File: src/rtl/clk_rst_param_pkg.sv
// clk_rst_param_pkg: shared parameters, types and helpers for the clk_rst sub-IP
package clk_rst_param_pkg;

    localparam int FANOUT   = 4;
    localparam int HOLD_CYC = 4;
    localparam int GATE_CYC = 2;

    typedef logic [FANOUT-1:0] FANOUT_t;

    typedef enum logic [1:0] {
        HOLD,
        RELEASE,
        RUN,
        GATE
    } clk_rst_seq_state_e;

    function automatic int idx_w(input int n);
        return (n > 1) ? $clog2(n) : 1;
    endfunction

endpackage

File: src/rtl/clk_rst_seq_if.sv
// clk_rst_seq_if: configuration, software request and per-channel outputs of the reset sequencer
interface clk_rst_seq_if #(
    parameter int FANOUT = clk_rst_param_pkg::FANOUT,
    parameter int DLY_W  = 8
) ();

    logic [DLY_W-1:0]  dly_cfg;
    logic              sw_rst_req;
    logic [FANOUT-1:0] sw_rst_mask;
    logic [FANOUT-1:0] ch_rst_n_o;
    logic [FANOUT-1:0] ch_clk_en_o;
    logic              busy_o;
    logic              done_o;

    modport master (
        output dly_cfg, sw_rst_req, sw_rst_mask,
        input  ch_rst_n_o, ch_clk_en_o, busy_o, done_o
    );

    modport slave (
        input  dly_cfg, sw_rst_req, sw_rst_mask,
        output ch_rst_n_o, ch_clk_en_o, busy_o, done_o
    );

endinterface

File: src/rtl/clk_rst_next_bit.sv
// clk_rst_next_bit: next set bit of a mask above idx (lowest set bit when first), last when none remains
module clk_rst_next_bit #(
    parameter int FANOUT = clk_rst_param_pkg::FANOUT
) (
    input  logic [FANOUT-1:0]                              mask,
    input  logic [clk_rst_param_pkg::idx_w(FANOUT)-1:0]    idx,
    input  logic                                           first,
    output logic [clk_rst_param_pkg::idx_w(FANOUT)-1:0]    nxt,
    output logic                                           last
);

    localparam int IW = clk_rst_param_pkg::idx_w(FANOUT);

    // scan downwards so the lowest qualifying bit is the one that sticks
    always_comb begin
        nxt  = '0;
        last = 1'b1;
        for (int i = FANOUT - 1; i >= 0; i--) begin
            if (mask[i] && (first || i > int'(idx))) begin
                nxt  = i[IW-1:0];
                last = 1'b0;
            end
        end
    end

endmodule

File: src/rtl/clk_rst_seq.sv
// clk_rst_seq: staggered per-channel reset release with software re-reset and clock gating
module clk_rst_seq #(
    parameter int FANOUT = clk_rst_param_pkg::FANOUT,
    parameter int DLY_W  = 8
) (
    input  logic         clk,
    input  logic         rst_n,
    clk_rst_seq_if.slave bus
);

    import clk_rst_param_pkg::*;

    localparam int IW = idx_w(FANOUT);

    clk_rst_seq_state_e state, state_d;
    FANOUT_t            tgt, tgt_d, rst_q, rst_d, en_q, en_d;
    logic [DLY_W-1:0]   cnt, cnt_d, dly_q, dly_d;
    logic [IW-1:0]      idx, idx_d, nb_idx;
    logic               done_q, done_d, nb_last;

    clk_rst_next_bit #(.FANOUT(FANOUT)) u_next_bit (
        .mask  (tgt),
        .idx   (idx),
        .first (state == HOLD),
        .nxt   (nb_idx),
        .last  (nb_last)
    );

    // next-state and next-output logic; every register holds unless a branch changes it
    always_comb begin
        state_d = state;
        tgt_d   = tgt;
        cnt_d   = cnt;
        dly_d   = dly_q;
        idx_d   = idx;
        rst_d   = rst_q;
        en_d    = en_q;
        done_d  = 1'b0;
        case (state)
            HOLD: begin
                if (cnt == DLY_W'(HOLD_CYC - 1)) begin
                    state_d = RELEASE;
                    cnt_d   = '0;
                    idx_d   = nb_idx;
                    dly_d   = bus.dly_cfg;
                end else begin
                    cnt_d = cnt + 1'b1;
                end
            end
            RELEASE: begin
                if (cnt == dly_q) begin
                    rst_d[idx] = 1'b1;
                    cnt_d      = '0;
                    dly_d      = bus.dly_cfg;
                    idx_d      = nb_last ? idx : nb_idx;
                    state_d    = nb_last ? RUN : RELEASE;
                    done_d     = nb_last;
                end else begin
                    cnt_d = cnt + 1'b1;
                end
            end
            RUN: begin
                if (bus.sw_rst_req && |bus.sw_rst_mask) begin
                    state_d = GATE;
                    tgt_d   = bus.sw_rst_mask;
                    en_d    = en_q & ~bus.sw_rst_mask;
                    cnt_d   = '0;
                end
            end
            GATE: begin
                if (cnt == DLY_W'(GATE_CYC - 1)) begin
                    state_d = HOLD;
                    cnt_d   = '0;
                    rst_d   = rst_q & ~tgt;
                    en_d    = en_q | tgt;
                end else begin
                    cnt_d = cnt + 1'b1;
                end
            end
        endcase
    end

    // state and output registers; reset restarts the full power-on sequence on all channels
    always_ff @(posedge clk) begin
        if (!rst_n) begin
            state  <= HOLD;
            tgt    <= '1;
            cnt    <= '0;
            dly_q  <= '0;
            idx    <= '0;
            rst_q  <= '0;
            en_q   <= '1;
            done_q <= 1'b0;
        end else begin
            state  <= state_d;
            tgt    <= tgt_d;
            cnt    <= cnt_d;
            dly_q  <= dly_d;
            idx    <= idx_d;
            rst_q  <= rst_d;
            en_q   <= en_d;
            done_q <= done_d;
        end
    end

    assign bus.ch_rst_n_o  = rst_q;
    assign bus.ch_clk_en_o = en_q;
    assign bus.busy_o      = (state != RUN);
    assign bus.done_o      = done_q;

endmodule

File: src/flat_wrapper.sv
// flat-port wrapper written by rule: the top's interface ports become plain ports
module clk_rst_seq_flat import clk_rst_param_pkg::*;
#(
    parameter int FANOUT = clk_rst_param_pkg::FANOUT,
    parameter int DLY_W  = 8
)
  (clk, rst_n, bus_dly_cfg, bus_sw_rst_req, bus_sw_rst_mask, bus_ch_rst_n_o, bus_ch_clk_en_o, bus_busy_o, bus_done_o);
  clk_rst_seq_if #(.FANOUT(FANOUT), .DLY_W(DLY_W)) bus_i ();
  input  logic clk;
  input  logic rst_n;
  input wire logic [$bits(bus_i.dly_cfg)-1:0] bus_dly_cfg;
  input wire logic [$bits(bus_i.sw_rst_req)-1:0] bus_sw_rst_req;
  input wire logic [$bits(bus_i.sw_rst_mask)-1:0] bus_sw_rst_mask;
  output wire logic [$bits(bus_i.ch_rst_n_o)-1:0] bus_ch_rst_n_o;
  output wire logic [$bits(bus_i.ch_clk_en_o)-1:0] bus_ch_clk_en_o;
  output wire logic [$bits(bus_i.busy_o)-1:0] bus_busy_o;
  output wire logic [$bits(bus_i.done_o)-1:0] bus_done_o;
  assign bus_i.dly_cfg = bus_dly_cfg;
  assign bus_i.sw_rst_req = bus_sw_rst_req;
  assign bus_i.sw_rst_mask = bus_sw_rst_mask;
  assign bus_ch_rst_n_o = bus_i.ch_rst_n_o;
  assign bus_ch_clk_en_o = bus_i.ch_clk_en_o;
  assign bus_busy_o = bus_i.busy_o;
  assign bus_done_o = bus_i.done_o;
  clk_rst_seq #(.FANOUT(FANOUT), .DLY_W(DLY_W)) u_core (.clk(clk), .rst_n(rst_n), .bus(bus_i));
endmodule
File: config.mk
export PLATFORM = sky130hd
export DESIGN_NAME = clk_rst_seq_flat
export DESIGN_NICKNAME = d
export VERILOG_FILES = /design/src/rtl/clk_rst_param_pkg.sv /design/src/rtl/clk_rst_seq_if.sv /design/src/rtl/clk_rst_next_bit.sv /design/src/rtl/clk_rst_seq.sv /design/src/flat_wrapper.sv
export SDC_FILE = /design/constraint.sdc
export NUM_CORES = 1
export LEC_CHECK = 0
export BUFFER_PORTS_ARGS = -buffer_cell sky130_fd_sc_hd__buf_4
export CAP_MARGIN = 20
export CORE_MARGIN = 2
export CORE_UTILIZATION = 25
export DETAILED_ROUTE_END_ITERATION = 7
export PLACE_DENSITY = 0.4
export SETUP_SLACK_MARGIN = 0.3
export SYNTH_ARGS = -nofsm -noshare
export SYNTH_HDL_FRONTEND = slang
export SYNTH_SLANG_ARGS = --single-unit
File: constraint.sdc
create_clock -name clk -period 2.4 [get_ports clk]
set_input_delay 0.24 -clock clk [delete_from_list [all_inputs] [get_ports clk]]
set_output_delay 0.24 -clock clk [all_outputs]
set_load 0.01 [all_outputs]
==> impl_metrics.ini, run 1 <==
[timing]
fin_skew_ns = 0.00544
rsz0062_at_grt = no
tns_ns = 0
final-setup-viol-count = 0
tightestPinTransition_ns = 0.657
whs_ns = 0.194
finalMaxSlewViolations = 0
fmax_ghz = 0.504
fin_crit_ns = 1.98
slew_headroom = 0.557
min_period_over_period = 0.827
final-hold-violation-count = 0

[placement]
place_area_mm2 = 0.00191
dp_hpwl_um = 2870
io_buffers = 24
gp_congestion = 0.810

[worst_setup_path]
crit_type = reg -> reg
reg2reg_to = u_core.idx[1]
rrSetupSlack_ns = 0.42
r2r_start = u_core.cnt[0]
cp-start-kind = flip-flop
crit_arrival_ns = 2.17
crit_path_top_delay_cell = or4b_1
worstSetupEndpointType = flip-flop
cp_max_fo = 5
max_stage_delay_ns = 0.47
worst_ep_required_time_ns = 2.58
cp_top_family = compound AO/OA/AOI/OAI gates
crit_buf_inv = 0
crit_path_start = u_core.cnt[0]
crit_chain = ha_1 > or4b_1 > o21a_1 > a211o_2 > mux2i_1
rr_worst_depth = 5

[yosys]
syn_inst = 189
synth_top_family_by_area = simple AND/OR/NAND/NOR gates
synth_compound_area_frac = 0.126
muxShareOfSynthArea = 0.0647
synth_xor_area_frac = 0.0772
synth_nets = 206
synth_area_mm2 = 0.00170
ys_warn_count = 0
synth.distinct_cells = 47
synth-seq-area-share = 0.388
synth_seq_cells = 33
synth_edf_count = 0
synthAdderAreaFrac = 0.0147
yosys.area_share.simple = 0.265
syn_avg_cell_area_um2 = 9.00
ys_async_sr_fraction = 0
synthFlopType = dfxtp_1

[floorplan]
rows = 30
pin_count = 25
die_w_um = 86.5
die_y_um = 86.5
start_util = 0.255
core_area_mm2 = 0.00668
die-area_mm2 = 0.00748

[min_path]
hp-class = in -> reg
hold_start = bus_sw_rst_mask[0]
min_path_cells = 3
hold_end = u_core.tgt[0]

[clocking]
cts_tree = done
clk-insertion-delay-late_ns = 0.29
clk_pin_slew_ns = 0.07
cts_buffers = 5
post_cts_resized = 0
cts_buffer_depth = 2
cts_hold_buf = 0
clkSinkCount = 33
ctsHtreeMaxLevel = 2
root_buffer = clkbuf_8

[layout]
drive_gt1_frac = 0.217
mostFrequentLayoutCells = dfxtp_1, nand2_1, buf_4, xor2_1, nor2_1
diodes = 0
nFillCells = 730
finalInstanceArea_mm2 = 0.00202
nets = 233
area_growth_pct = 19.0
final_common_cell = dfxtp_1

[job]
maxCapViolations = 0

[power_and_ir_drop]
power_per_cell_area_mw_per_mm2 = 696
peakVddDrop_uv = 322
p_leak_nw = 0.831

[global_route]
use_met1 = 0.152
grt_overflow = 0
grt_max_degree = 30
grt_pass1_vias = 1262
grtUsageMet2 = 0.173
grt_usage = 0.113
groute.layer.met3.usage = 0.0314
grt_pass1_wl_um = 6510
grt_busiest_layer = met2
antenna_found_initial = 0

[route]
drt_iter0_drc = 35
drc = 0
viasPerCell = 4.56
antenna_left = 0
firstDrtPassIters = 4
routed_wl_um = 3960
vias = 1353
post_drt_wl_per_cell_um = 13.3

[run_status]
status = finished, final reports clean
repair_timing:
action,in CTS,in global routing
hold endpoints to repair,0,0
setup endpoints to repair,0,16
setup buffers,0,2
per-layer routing:
layer  part of all wire  vias to the layer above
met2               0.45                       23
met4              0.011                        0
met5                  0                        -
li1                   -                      705
met3              0.042                        5
met1               0.50                      620
worst min-delay path, cell delays in order:
cell and delay, ns:
buf_4 0.08, nand2_1 0.06, nand2_1 0.06
cell type report:
| class | instances | area [um2] | share of cell area |
|---|---|---|---|
| multi-input cells | 142 | 932 | 0.460 |
| flip-flops and latches | 33 | 661 | 0.326 |
| repair buffers | 29 | 230 | 0.114 |
| well taps | 80 | 100 | 0.0494 |
| clock buffers | 6 | 72.6 | 0.0358 |
| inverters | 5 | 18.8 | 0.00927 |
| clock inverters | 2 | 10.0 | 0.00494 |
kinds of logic (layout without fill, tap and decap cells):
group | Yosys count | after routing
compound gates | 32 | 32
buf+inv | 14 | 42
flops | 33 | 33
fa+ha+maj | 2 | 2
simple gates | 82 | 82
xor+xnor | 15 | 15
mux | 11 | 11
stage by stage:
stage	std cells	worst slack, ns	total power, mW	util
floorplan	189	0.579	0.909	-
global placement	287	0.359	0.982	0.287
detailed placement	287	0.365	0.981	0.287
CTS	295	0.340	1.40	0.299
global route	297	0.321	1.50	0.303
finish	297	0.415	1.41	0.303
Yosys cell counts (all sizes together), types with 2 or more instances:
library cell / n / area share
nand2: 31 / 0.070
nor2: 13 / 0.029
inv: 5 / 0.011
nand2b: 7 / 0.026
or3: 2 / 0.0081
a211oi: 2 / 0.0088
o21ai: 8 / 0.026
dfxtp: 33 / 0.39
nor2b: 2 / 0.0074
o22ai: 2 / 0.0074
xor2: 14 / 0.072
nor4: 3 / 0.032
o21a: 2 / 0.0088
clkbuf: 5 / 0.024
a211o: 3 / 0.016
nand4: 3 / 0.011
mux2i: 11 / 0.065
and3: 6 / 0.022
and2: 3 / 0.011
nor3: 2 / 0.0059
a21oi: 10 / 0.036
buf: 3 / 0.023
nand3: 4 / 0.012
ha: 2 / 0.015
report_power, final:
part | internal, mW | switching (mW) | leakage, nW
combinational | 0.172 | 0.190 | 0.518
clock | 0.201 | 0.215 | 0.0450
sequential | 0.589 | 0.0419 | 0.267
sequential cells by signal, indices dropped and copies added (netlist names), named ones only:
register and flops:
u_core.cnt 8, u_core.dly_q 8, u_core.bus.ch_clk_en_o 4, u_core.bus.ch_rst_n_o 4
u_core.tgt 4, u_core.idx 2, u_core.bus.done_o 1, u_core.state 1
worst max path at each step:
| stage | cells past startpoint | to | slack (ns) |
|---|---|---|---|
| finish | 5 | u_core.idx[1] | 0.42 |
| global route | 6 | u_core.dly_q[4] | 0.32 |
| CTS | 5 | u_core.dly_q[5] | 0.34 |
| detailed placement | 5 | u_core.dly_q[5] | 0.37 |
| global placement | 5 | u_core.dly_q[4] | 0.36 |
| floorplan | 5 | u_core.idx[0] | 0.58 |
Power figures use the tool's default switching activity.
==> run 2, diff against run 1 <==
==> constraint.sdc (replaced) <==
create_clock -name clk -period 1.95 [get_ports clk]
set_input_delay 0.195 -clock clk [delete_from_list [all_inputs] [get_ports clk]]
set_output_delay 0.195 -clock clk [all_outputs]
set_load 0.01 [all_outputs]
==> run 2 against run 1 <==
Worst hold slack got worse by 0.059 ns. Via count rose by 5.9%. Largest cell class unchanged. Core utilization rose by 4.7 points. Clock-buffer cell count fell by 1. Global-route usage rose by 1.1 points. Maximum frequency rose by 12%. Combinational power rose by 110%. Register-to-register slack got worse by 0.24 ns. First-iteration DRC count rose by 31%. Critical path type unchanged. Sequential share of layout area fell by 3.7 points.
==> impl_metrics.ini, run 2 (same netlist as run 1, synthesis figures left out) <==
[global_route]
grt_pass1_wl_um = 7220
grt_pass1_vias = 1473
grt_usage = 0.124
grt_overflow = 0
antenna_found_initial = 0
grt_max_degree = 19

[clocking]
ctsHtreeMaxLevel = 2
root_buffer = clkbuf_8
cts_buffers = 5
cts_tree = done
clk_pin_slew_ns = 0.08
cts_hold_buf = 0
cts_buffer_depth = 2
clkSinkCount = 33
clk-insertion-delay-late_ns = 0.29

[route]
drc = 0
firstDrtPassIters = 4
post_drt_wl_per_cell_um = 13.8
routed_wl_um = 4400
antenna_left = 0
viasPerCell = 4.51
vias = 1433
drt_iter0_drc = 46

[worst_setup_path]
crit_arrival_ns = 1.96
cp_max_fo = 4
worst_ep_required_time_ns = 2.13
crit_type = reg -> reg
worstSetupEndpointType = flip-flop
cp-start-kind = flip-flop

[timing]
tightestPinTransition_ns = 0.328
rsz0062_at_grt = yes
final-setup-viol-count = 0
fin_skew_ns = 0.00847
slew_headroom = 0.781
min_period_over_period = 0.910
fin_crit_ns = 1.78
finalMaxSlewViolations = 0
final-hold-violation-count = 0
fmax_ghz = 0.563
tns_ns = 0

[layout]
mostFrequentLayoutCells = buf_4, nand2_1, dfxtp_1, xor2_1, mux2i_1
drive_gt1_frac = 0.399
area_growth_pct = 37.3
nets = 254
final_common_cell = buf_4
nFillCells = 696
top_regs = u_core.cnt (8), u_core.dly_q (8)
diodes = 0

[job]
maxCapViolations = 0

[floorplan]
core_area_mm2 = 0.00668
rows = 30
die-area_mm2 = 0.00748
pin_count = 25
die_w_um = 86.5
die_y_um = 86.5
start_util = 0.255

[run_status]
status = finished, final reports clean

[placement]
dp_hpwl_um = 3030
gp_congestion = 0.812
io_buffers = 24

[min_path]
hp-class = in -> reg

[power_and_ir_drop]
p_leak_nw = 0.953
power_mw = 2.05
power_per_cell_area_mw_per_mm2 = 878
peakVddDrop_uv = 451
## run 2: stage by stage
stage	hold WS (ns)	setup slack (ns)	util	instances	cell area [um2]
floorplan	0.307	0.243	-	189	1720
global placement	0.425	0.117	0.302	298	2020
detailed placement	0.421	0.0706	0.302	298	2020
CTS	0.115	0.193	0.342	317	2290
global route	0.133	0.110	0.350	318	2340
finish	0.134	0.175	0.350	318	2340
## run 2: repair_timing
item	in CTS	in global routing
gates resized for setup	23	12
gates cloned	0	0
pin swaps	15	11
endpoints found under the setup margin	23	29
buffers inserted	11	1
## run 2: layout make-up
type | instances | area, um2 | share of cell area
tap | 80 | 100 | 0.0428
timing repair buffer | 50 | 403 | 0.172
clock inverter | 3 | 16.3 | 0.00696
multi-input combinational | 142 | 1050 | 0.451
sequential | 33 | 676 | 0.289
clock buffer | 5 | 68.8 | 0.0295
inverter | 5 | 18.8 | 0.00803
## run 2: power breakdown
part / internal, mW / total (mW) / switching, mW
Sequential: 0.732 / 0.782 / 0.0505
Combinational: 0.405 / 0.750 / 0.345
Clock: 0.248 / 0.519 / 0.271
## run 2: worst paths after layout
check,to,depth (start not counted),startpoint,slack (ns)
worst max register to register,u_core.idx[1],7,u_core.cnt[0],0.17
worst min register to register,u_core.bus.ch_clk_en_o[1],2,u_core.bus.ch_clk_en_o[1],0.47
worst max-delay path,u_core.idx[1],7,u_core.cnt[0],0.17
worst min-delay path,u_core.tgt[0],3,bus_sw_rst_mask[0],0.13
## run 2: routing by layer
metal,GRT usage,vias to the layer above,wire length (um)
met2,0.211,31,2180
met5,0,-,0
met3,0.0343,6,194
met4,0.0398,0,55
li1,-,748,-
met1,0.151,648,1980
## run 2: critical path, stage by stage (launching register included)
cell and delay [ns]:
dfxtp_4 0.36, buf_6 0.13, xor2_2 0.15, nor4_4 0.34
buf_4 0.18, nand2_4 0.05, a211o_4 0.35, mux2i_1 0.12
==> run 3, diff against run 2 <==
--- a/config.mk
+++ b/config.mk
@@ -7,11 +7,13 @@
 export LEC_CHECK = 0
 export BUFFER_PORTS_ARGS = -buffer_cell sky130_fd_sc_hd__buf_4
 export CAP_MARGIN = 20
-export CORE_MARGIN = 2
+export CELL_PAD_IN_SITES_DETAIL_PLACEMENT = 1
+export CELL_PAD_IN_SITES_GLOBAL_PLACEMENT = 2
+export CORE_MARGIN = 1.5
 export CORE_UTILIZATION = 25
 export DETAILED_ROUTE_END_ITERATION = 7
-export PLACE_DENSITY = 0.4
-export SETUP_SLACK_MARGIN = 0.3
+export PLACE_DENSITY = 0.59
+export SETUP_SLACK_MARGIN = 0.2
 export SYNTH_ARGS = -nofsm -noshare
 export SYNTH_HDL_FRONTEND = slang
 export SYNTH_SLANG_ARGS = --single-unit
==> run 3 against run 2 <==
The flow now finishes with violations (DRC). Total power decreased by 7.9%. Worst hold slack improved by 0.014 ns. Via count increased by 3.5%. Wire length increased by 3.0%. Die area decreased by 2.3%. Global-route usage increased by 1.0 points. Combinational power decreased by 24%. Highest routed layer unchanged.
==> impl_metrics.ini, run 3 (same netlist as run 1, synthesis figures left out) <==
[floorplan]
die-area_mm2 = 0.00731
die_w_um = 85.5
die_y_um = 85.5
rows = 29
start_util = 0.263
core_area_mm2 = 0.00646
pin_count = 25

[layout]
nFillCells = 772
nets = 250
top_regs = u_core.cnt (8), u_core.dly_q (8)
mostFrequentLayoutCells = buf_4, nand2_1, dfxtp_1, xor2_1, nor2_1
multi_input_area_mm2 = 0.00101
seq_area_um2 = 673
finalInstanceArea_mm2 = 0.00224
diodes = 0
final_common_cell = buf_4
area_growth_pct = 31.8
drive_gt1_frac = 0.338

[worst_setup_path]
cp_max_fo = 3
crit_arrival_ns = 1.99
rr_worst_depth = 6
crit_path_top_delay_cell = or4_4
rrSetupSlack_ns = 0.14
r2r_start = u_core.cnt[2]
max_stage_delay_ns = 0.57
cp-start-kind = flip-flop
reg2reg_to = u_core.bus.ch_rst_n_o[2]
worstSetupEndpointType = flip-flop
worst_ep_required_time_ns = 2.13
crit_type = reg -> reg
crit_chain = or4_4 > nor4_4 > buf_4 > and3_1 > o22ai_1 > and2_1

[run_status]
failed_checks = DRC
status = finished, violations left

[route]
routed_wl_um = 4530
firstDrtPassIters = 6
viasPerCell = 4.77
drc = 1
vias = 1483
post_drt_wl_per_cell_um = 14.6
drt_iter0_drc = 22
antenna_left = 0

[timing]
tns_ns = 0
final-setup-viol-count = 0
rsz0062_at_grt = yes
finalMaxSlewViolations = 0
min_period_over_period = 0.927
slew_headroom = 0.687
tightestPinTransition_ns = 0.468
fin_skew_ns = 0.00918
fin_ws_ns = 0.143
final-hold-violation-count = 0
fmax_ghz = 0.553
whs_ns = 0.148
fin_crit_ns = 1.81

[placement]
place_area_mm2 = 0.00200
io_buffers = 24
dp_hpwl_um = 3410
gp_congestion = 0.713
pre_cts_slack_ns = 0.0117

[clocking]
clkSinkCount = 33
cts_hold_buf = 0
clk_pin_slew_ns = 0.07
ctsHtreeMaxLevel = 2
cts_tree = done
cts_buffers = 5
cts_buffer_depth = 2
clk-insertion-delay-late_ns = 0.28
root_buffer = clkbuf_8

[global_route]
grt_pass1_vias = 1636
grt_pass1_wl_um = 7620
grt_overflow = 0
grt_max_degree = 29
grt_usage = 0.134
antenna_found_initial = 0

[power_and_ir_drop]
combPwrFrac = 0.301
power_mw = 1.89
p_sw_mw = 0.567
p_seq_frac = 0.418
power_per_cell_area_mw_per_mm2 = 842
clkPwrFrac = 0.282
internal_power_mw = 1.32
p_leak_nw = 0.928
swShare = 0.300
peakVddDrop_uv = 415

[min_path]
hold_end = u_core.tgt[1]
hp-class = in -> reg
hold_start = bus_sw_rst_mask[1]
min_path_cells = 3

[job]
maxCapViolations = 0
-- run 3: changes by cell type in the layout (fill, tap and decap cells not counted), moves of 2 or more --
cell / previous run / this run
nor2_1: 8 / 12
buf_6: 4 / 0
clkbuf_1: 0 / 2
clkinv_2: 2 / 0
dfxtp_2: 3 / 1
o21ai_1: 4 / 2
nor2_2: 4 / 1
dfxtp_1: 27 / 29
-- run 3: worst max-delay path, delay by kind of cell (launching register included) --
| kind | cells | cell delay, ns |
|---|---|---|
| buf+inv | 1 | 0.18 |
| flops | 1 | 0.34 |
| simple gates | 4 | 1.11 |
| compound gates | 1 | 0.07 |
-- run 3: timing repair --
item | 4_1_cts | 5_1_grt
pin swaps | 6 | 4
gates resized for setup | 15 | 4
setup endpoints to repair | 26 | 27
buffers inserted | 7 | 2
-- run 3: layout make-up --
type	instances	share of cell area
multi-input combinational	142	0.449
timing repair buffer	46	0.160
clock buffer	8	0.0402
sequential	33	0.300
tap	77	0.0429
inverter	5	0.00837
-- run 3: metrics by stage --
stage	instances	util
finish	311	0.347
global route	311	0.347
CTS	309	0.344
detailed placement	294	0.310
global placement	294	0.310
floorplan	189	-
-- run 3: worst max path at each step --
stage,slack (ns),endpoint,from,depth (start not counted)
finish,0.14,u_core.bus.ch_rst_n_o[2],u_core.cnt[2],6
global route,0.06,u_core.bus.ch_rst_n_o[2],u_core.cnt[2],6
CTS,0.12,u_core.bus.ch_rst_n_o[2],u_core.cnt[2],6
detailed placement,0.01,u_core.dly_q[6],u_core.cnt[1],5
global placement,0.07,u_core.bus.ch_rst_n_o[1],u_core.cnt[2],6
floorplan,0.21,u_core.idx[0],u_core.cnt[0],5
-- run 3: metal layers --
layer  wire length [um]  share of wire  GRT usage
met1               1930           0.43      0.148
met2               2450           0.54      0.240
met3                108          0.024     0.0404
met4                 49          0.011     0.0543
met5                  0              0          0
-- run 3: power by group through the flow --
stage	clock (mW)	sequential [mW]	combinational, mW
6_report	0.532	0.789	0.568
5_1_grt	0.584	0.798	0.622
4_1_cts	0.547	0.792	0.553
3_5_place_dp	0	0.812	0.454
3_3_place_gp	0	0.807	0.441
2_1_floorplan	0	0.790	0.343
